--- config.mk ---
export PLATFORM = sky130hd
export DESIGN_NAME = piso_unloader
export DESIGN_NICKNAME = d
export VERILOG_FILES = /design/src/rtl/piso_unloader.sv
export SDC_FILE = /design/constraint.sdc
export NUM_CORES = 2
export LEC_CHECK = 0
export CAP_MARGIN = 0
export CORE_AREA = 4 4 543 545
export DETAILED_ROUTE_END_ITERATION = 6
export DIE_AREA = 0 0 547 549
export DONT_BUFFER_PORTS = 1
export PLACE_DENSITY = 0.42
export SYNTH_ARGS = -nofsm -noshare
export SYNTH_HDL_FRONTEND = slang
export SYNTH_SLANG_ARGS = --single-unit
--- constraint.sdc ---
create_clock -name clk -period 47.4 [get_ports clk]
set_clock_uncertainty 0.15 [all_clocks]
set_input_delay 2.37 -clock clk [delete_from_list [all_inputs] [get_ports clk]]
set_output_delay 2.37 -clock clk [all_outputs]
set_load 0.05 [all_outputs]
--- src/rtl/piso_unloader.sv ---
// Purpose: parallel-to-serial unloader; emits an n-bit word as W = n/m beats of m bits, LSB beat first.
// Latency: first beat is valid one cycle after load; back-to-back words stream with no bubble.
// Backpressure: out_ready=0 freezes the current beat; in_ready only opens in IDLE or on an accepted final beat.
module piso_unloader #(
  parameter int n = 1344,
  parameter int m = 64
) (
  input  logic         clk,
  input  logic         rst,
  input  logic         in_valid,
  output logic         in_ready,
  input  logic [n-1:0] data_in,
  input  logic         flush,
  output logic         out_valid,
  input  logic         out_ready,
  output logic [m-1:0] data_out,
  output logic         last
);

  localparam int W  = n / m;
  localparam int CW = (W > 1) ? $clog2(W) : 1;
  localparam logic [CW-1:0] CNT_LAST = CW'(W - 1);

  typedef enum logic {
    IDLE = 1'b0,
    SEND = 1'b1
  } state_t;

  state_t          state;
  logic [n-1:0]    sreg;
  logic [CW-1:0]   cnt;
  logic            last_beat;

  // Beat W-1 is the final beat of the word currently in the shift register.
  assign last_beat = (state == SEND) && (cnt == CNT_LAST);

  // sreg is cleared whenever IDLE is entered, so the low beat already reads 0 there.
  assign out_valid = (state == SEND);
  assign last      = last_beat;
  assign data_out  = sreg[m-1:0];

  // Accept a new word when idle, or exactly as the final beat leaves; never during reset or flush.
  assign in_ready  = !rst && !flush && ((state == IDLE) || (last_beat && out_ready));

  // FSM, beat counter and shift register; flush outranks both handshakes.
  always_ff @(posedge clk or posedge rst) begin
    if (rst) begin
      state <= IDLE;
      cnt   <= '0;
      sreg  <= '0;
    end else if (flush) begin
      state <= IDLE;
      cnt   <= '0;
      sreg  <= '0;
    end else begin
      case (state)
        IDLE: begin
          if (in_valid) begin
            sreg  <= data_in;
            cnt   <= '0;
            state <= SEND;
          end
        end
        SEND: begin
          if (out_ready) begin
            if (!last_beat) begin
              sreg <= sreg >> m;
              cnt  <= cnt + CW'(1);
            end else if (in_valid) begin
              // Chain straight into the next word so out_valid never drops.
              sreg  <= data_in;
              cnt   <= '0;
              state <= SEND;
            end else begin
              sreg  <= '0;
              cnt   <= '0;
              state <= IDLE;
            end
          end
        end
        default: begin
          state <= IDLE;
          cnt   <= '0;
          sreg  <= '0;
        end
      endcase
    end
  end

endmodule

* After elaboration in Yosys (flattened, before gate mapping) *
Cells that the tools add are included.

operators by class
  divide/modulo/power cells = 0
  muxes and demuxes = 16
  multipliers = 0
  reduce and logical (&&, ||, !) cells = 8
  eq/ne operators = 3
  $add $sub $neg = 1
  bitwise operators = 1
  $lt $le $gt $ge = 0
  shift-type cells = 0

operators by type and width
  kind                 count
  $mux 1344            5
  $pmux 1344 s2        1
  $mux 5               4
  $pmux 5 s2           1
  $ne 3x3->1 const B   2
  $add 5x1->5 const B  1
  $eq 5x5->1 const B   1
  $logic_and 1x1->1    4
  $mux 1               4
  $logic_not 1->1      2
  $pmux 1 s2           1
  $reduce_and 2->1     1
  $logic_or 1x1->1     1
  $not 1->1            1

storage, ports and cells
  bits in read-only memories = 0
  output and inout port bits = 67
  logic and storage cells = 32
  latch bits = 0
  register bits after elaboration = 1350
  memories kept = 0
  bits in writable memories = 0
  input bits = 1349

* Depth between registers and ports, before layout *
  depth after elaboration = 6
  depth in mapped cells = 9
  depth with buffers taken out = 5

* Least setup slack after synthesis *
No wires, ideal clock.

  kind = in2out
  start point = input flush
  end point = output in_ready
  stages = 4
  slack = 40.866 ns
  data required time = 44.880 ns
  arrival time = 4.014 ns
  path buffers = 3
  cells stage by stage = buf_2 clkbuf_1 clkbuf_1 nor3_1

between the ends
  cells in the longest elaborated chain, start to end = 3

RTL lines
  what                            line  source
  start: declaration              13    input logic flush,
  $logic_not 1->1                 43    assign in_ready = !rst && !flush && ((state == IDLE) || (last_beat && out_ready));
  $logic_and 1x1->1 (2 in a row)  43
  end: declaration                11    output logic in_ready,

No other way between the ends.

* Worst setup path after layout *
  start point = input flush
  end point = register sreg[232]

between the ends
  cells in the longest elaborated chain, start to end = 2
  elaborated cells between the ends (all ways) = 4
  classes of those cells = 2 x eq/ne; 1 x mux; 1 x reduce/logical

RTL lines
  what                               line  source
  $ne 3x3->1 (no source line)        n/a
  $reduce_and 2->1 (no source line)  n/a
  end signal: assignment             59    sreg <= data_in;
  end signal: assignment             67    sreg <= sreg >> m;
  end signal: assignment             71    sreg <= data_in;
  end: declaration                   30    logic [n-1:0] sreg;

Several ways; a longest one is shown, not always the timed one.
A chain may end at the register's enable or synchronous reset.

==> impl_metrics.py <==
metrics = {
    "layout": {
        "layout.nets": 5606,
        "area_growth_pct": 13.48,
        "nFillCells": 30540,
        "most-common-layout-cells": "1350 x dfrtp_1, 1280 x a221o_1, 1278 x nor3b_1",
        "drive_gt1_share_pct": 7.562,
        "final_cell_count_no_fill": 8347,
        "mostFrequentLayoutCell": "dfrtp_1",
        "seq_area_mm2": 0.03378,
        "multiInputGateArea_mm2": 0.02330,
    },
    "critical_path": {
        "arrival_ps": 10290,
        "worstSetupPathDepth": 11,
        "worstRegToRegCells": 10,
        "cp-end-kind": "flip-flop",
        "path_buf_inv": 8,
        "critPathKind": "in2reg",
        "crit_fanout": 224,
        "slowest_stage": "buf_4",
        "cp_data_required_time_ps": 47970,
        "cpPeakStageDelay_ps": 950,
        "start_kind": "input port",
        "cp_top_family": "buffers and inverters",
        "path_cells": "buf_16 > nand2b_1 > o22ai_4 > buf_4 > buf_4 > buf_4 > buf_4 > buf_4 > buf_4 > buf_4 > a221o_1",
        "path_common_cell": "buf_4",
    },
    "status": {
        "outcome": "complete, no violations",
    },
    "sta": {
        "report.final.slew_viol_count": 0,
        "fmax_ghz": 0.1029,
        "tns_ps": 0,
        "finalSetupViolations": 0,
        "finalCritPeriodShare_pct": 20.50,
        "slew_headroom_pct": 7.698,
        "hold_violations": 0,
        "worst_slack_ps": 37680,
        "worst_hold_slack_ps": 314.5,
        "post-route-min-period_ps": 9719,
        "rsz0062_at_grt": "false",
        "worstMarginPinSlew_ps": 1385,
    },
    "clock_network": {
        "post-cts-setup-buffer-count": 0,
        "cts_hold_buffers": 0,
        "cts_tree": "built",
        "clk_latency_ps": 820,
        "clock_path_buffers": 4,
        "cts_inserted_buffers": 167,
        "cts_max_level": 4,
        "root_buffer": "clkbuf_16",
        "ctsResizeCount": 0,
        "cts_sinks": 1350,
        "clk_pin_slew_ps": 60,
    },
    "synthesis": {
        "synth_warnings": 0,
        "yosysUniqueCellTypes": 35,
        "syn_area_per_cell_um2": 12.91,
        "syn-num-nets": 6017,
        "ys_seq_area_share_pct": 56.09,
        "ys_ff_latch": 1350,
        "synth_area_mm2": 0.06023,
        "syn_inst": 4666,
    },
    "floorplan": {
        "io_pins": 1416,
        "die_w_um": 547,
        "rows": 198,
        "die_y_um": 549,
        "design.core.area_mm2": 0.2901,
        "start_util_pct": 20.76,
        "die_area_mm2": 0.3003,
    },
    "routing": {
        "initialDrtViolationCount": 5636,
        "drc": 0,
        "route.vias.total": 44280,
        "wl_um": 277300,
        "wl_per_cell_um": 33.22,
        "drtAntennaViolNets": 0,
        "via_per_inst": 5.305,
        "drt-pass1-iter-count": 6,
    },
    "hold_path": {
        "min_delay_path_depth": 1,
        "hp-class": "reg2reg",
    },
    "placement": {
        "dp_cells": 7986,
        "port_buffers": 0,
        "routabilityCongestion": 0.9018,
        "place_hpwl_um": 200900,
        "post-place-ws_ps": 37660,
    },
    "power_and_ir_drop": {
        "vdd_drop_max_mv": 0.03081,
        "combPwrFrac_pct": 7.8,
        "pwr-share-seq_pct": 46.3,
        "p_int_mw": 2.072,
        "switching_share_pct": 26.47,
        "powerDensity_mw_per_mm2": 41.23,
        "p_leak_nw": 27.34,
        "p_switching_mw": 0.7461,
        "p_clk_share_pct": 45.9,
    },
    "global_routing": {
        "grt_max_degree": 242,
        "track_usage_pct": 17.40,
        "antenna_found_initial": 116,
        "grt_pass1_vias": 42870,
        "grt_pass1_wl_um": 377500,
        "grt_overflow_total": 0,
    },
    "run": {
        "cap_violations": 0,
    },
}
-- cell usage after synthesis, drive strengths merged --
master	count	share of area, %
o211ai	1	0.012
ha	2	0.042
o21ai	1	0.0083
or3b	2	0.029
a31oi	2	0.021
a22o	66	0.96
inv	6	0.037
clkbuf	208	1.3
nor4b	2	0.029
buf	440	4.0
nand4	1	0.010
nand3	2	0.017
or2	1	0.010
dfrtp	1350	56
and3	1	0.010
and2	2	0.021
nor2b	2	0.021
nand2	4	0.025
o21ba	1	0.017
mux2	1	0.025
nand3b	1	0.012
o22ai	4	0.042
nand4b	2	0.039
a21boi	1	0.012
and3b	1	0.015
and4b	1	0.017
a221o	1280	21
nor3	1	0.0083
nor3b	1278	16
nor2	1	0.0062
nand2b	1	0.010
-- sequential cells by signal (all words and copies together), names as in the netlist --
register / count
cnt: 5
out_valid: 1
sreg: 1344
-- final cells by class --
| cell class | count | share of cell area (%) |
|---|---|---|
| Sequential cell | 1350 | 49.42 |
| Multi-Input combinational cell | 2662 | 34.09 |
| Clock buffer | 256 | 7.417 |
| Tap cell | 3900 | 7.139 |
| Timing Repair Buffer | 68 | 1.040 |
| Clock inverter | 35 | 0.5931 |
| Antenna cell | 70 | 0.2563 |
| Inverter | 6 | 0.04393 |
-- metal layers --
metal,track usage [%],routed length (µm)
met1,21.42,109900
met2,27.67,130400
met3,6.598,26490
met4,6.368,9878
met5,0,613
-- power groups by stage --
stage | clock network, mW | logic (mW) | registers [mW]
2_1_floorplan | 0 | 0.203 | 1.27
3_3_place_gp | 0 | 0.218 | 1.33
3_5_place_dp | 0 | 0.221 | 1.33
4_1_cts | 1.33 | 0.222 | 1.31
5_1_grt | 1.38 | 0.241 | 1.31
6_report | 1.29 | 0.221 | 1.30
-- cell families (layout without fill, tap and decap cells) --
group                      count (synthesis)  after routing  share of synthesized area, %
AOI/OAI and AO/OA                       1356           1356                         22.34
DFF                                     1350           1350                         56.09
and+or+nand+nor                         1303           1303                         16.21
buffers and inverters                    654            365                         5.295
adders and majority gates                  2              2                       0.04154
muxes                                      1              1                       0.02492
other                                      0             70                             0
-- path summary, 6_finish.rpt --
kind,from,end,slack [ps]
setup / recovery,flush,sreg[232],37680
hold / removal,sreg[310],sreg[246],310
setup reg to reg,out_valid,sreg[232],39260
hold reg to reg,sreg[310],sreg[246],310
max in group asynchronous,rst,sreg[229],39050
min in group asynchronous,rst,out_valid,1390
-- stage by stage --
stage | util (%) | cell area (µm²) | power (mW)
final | 23.56 | 68350 | 2.818
after global routing | 23.54 | 68280 | 2.928
after CTS | 23.50 | 68180 | 2.860
after detailed placement | 21.61 | 62700 | 1.548
after global placement | 21.61 | 62700 | 1.543
after floorplan | - | 60230 | 1.477
No activity file was read; power rests on OpenSTA's default activity.
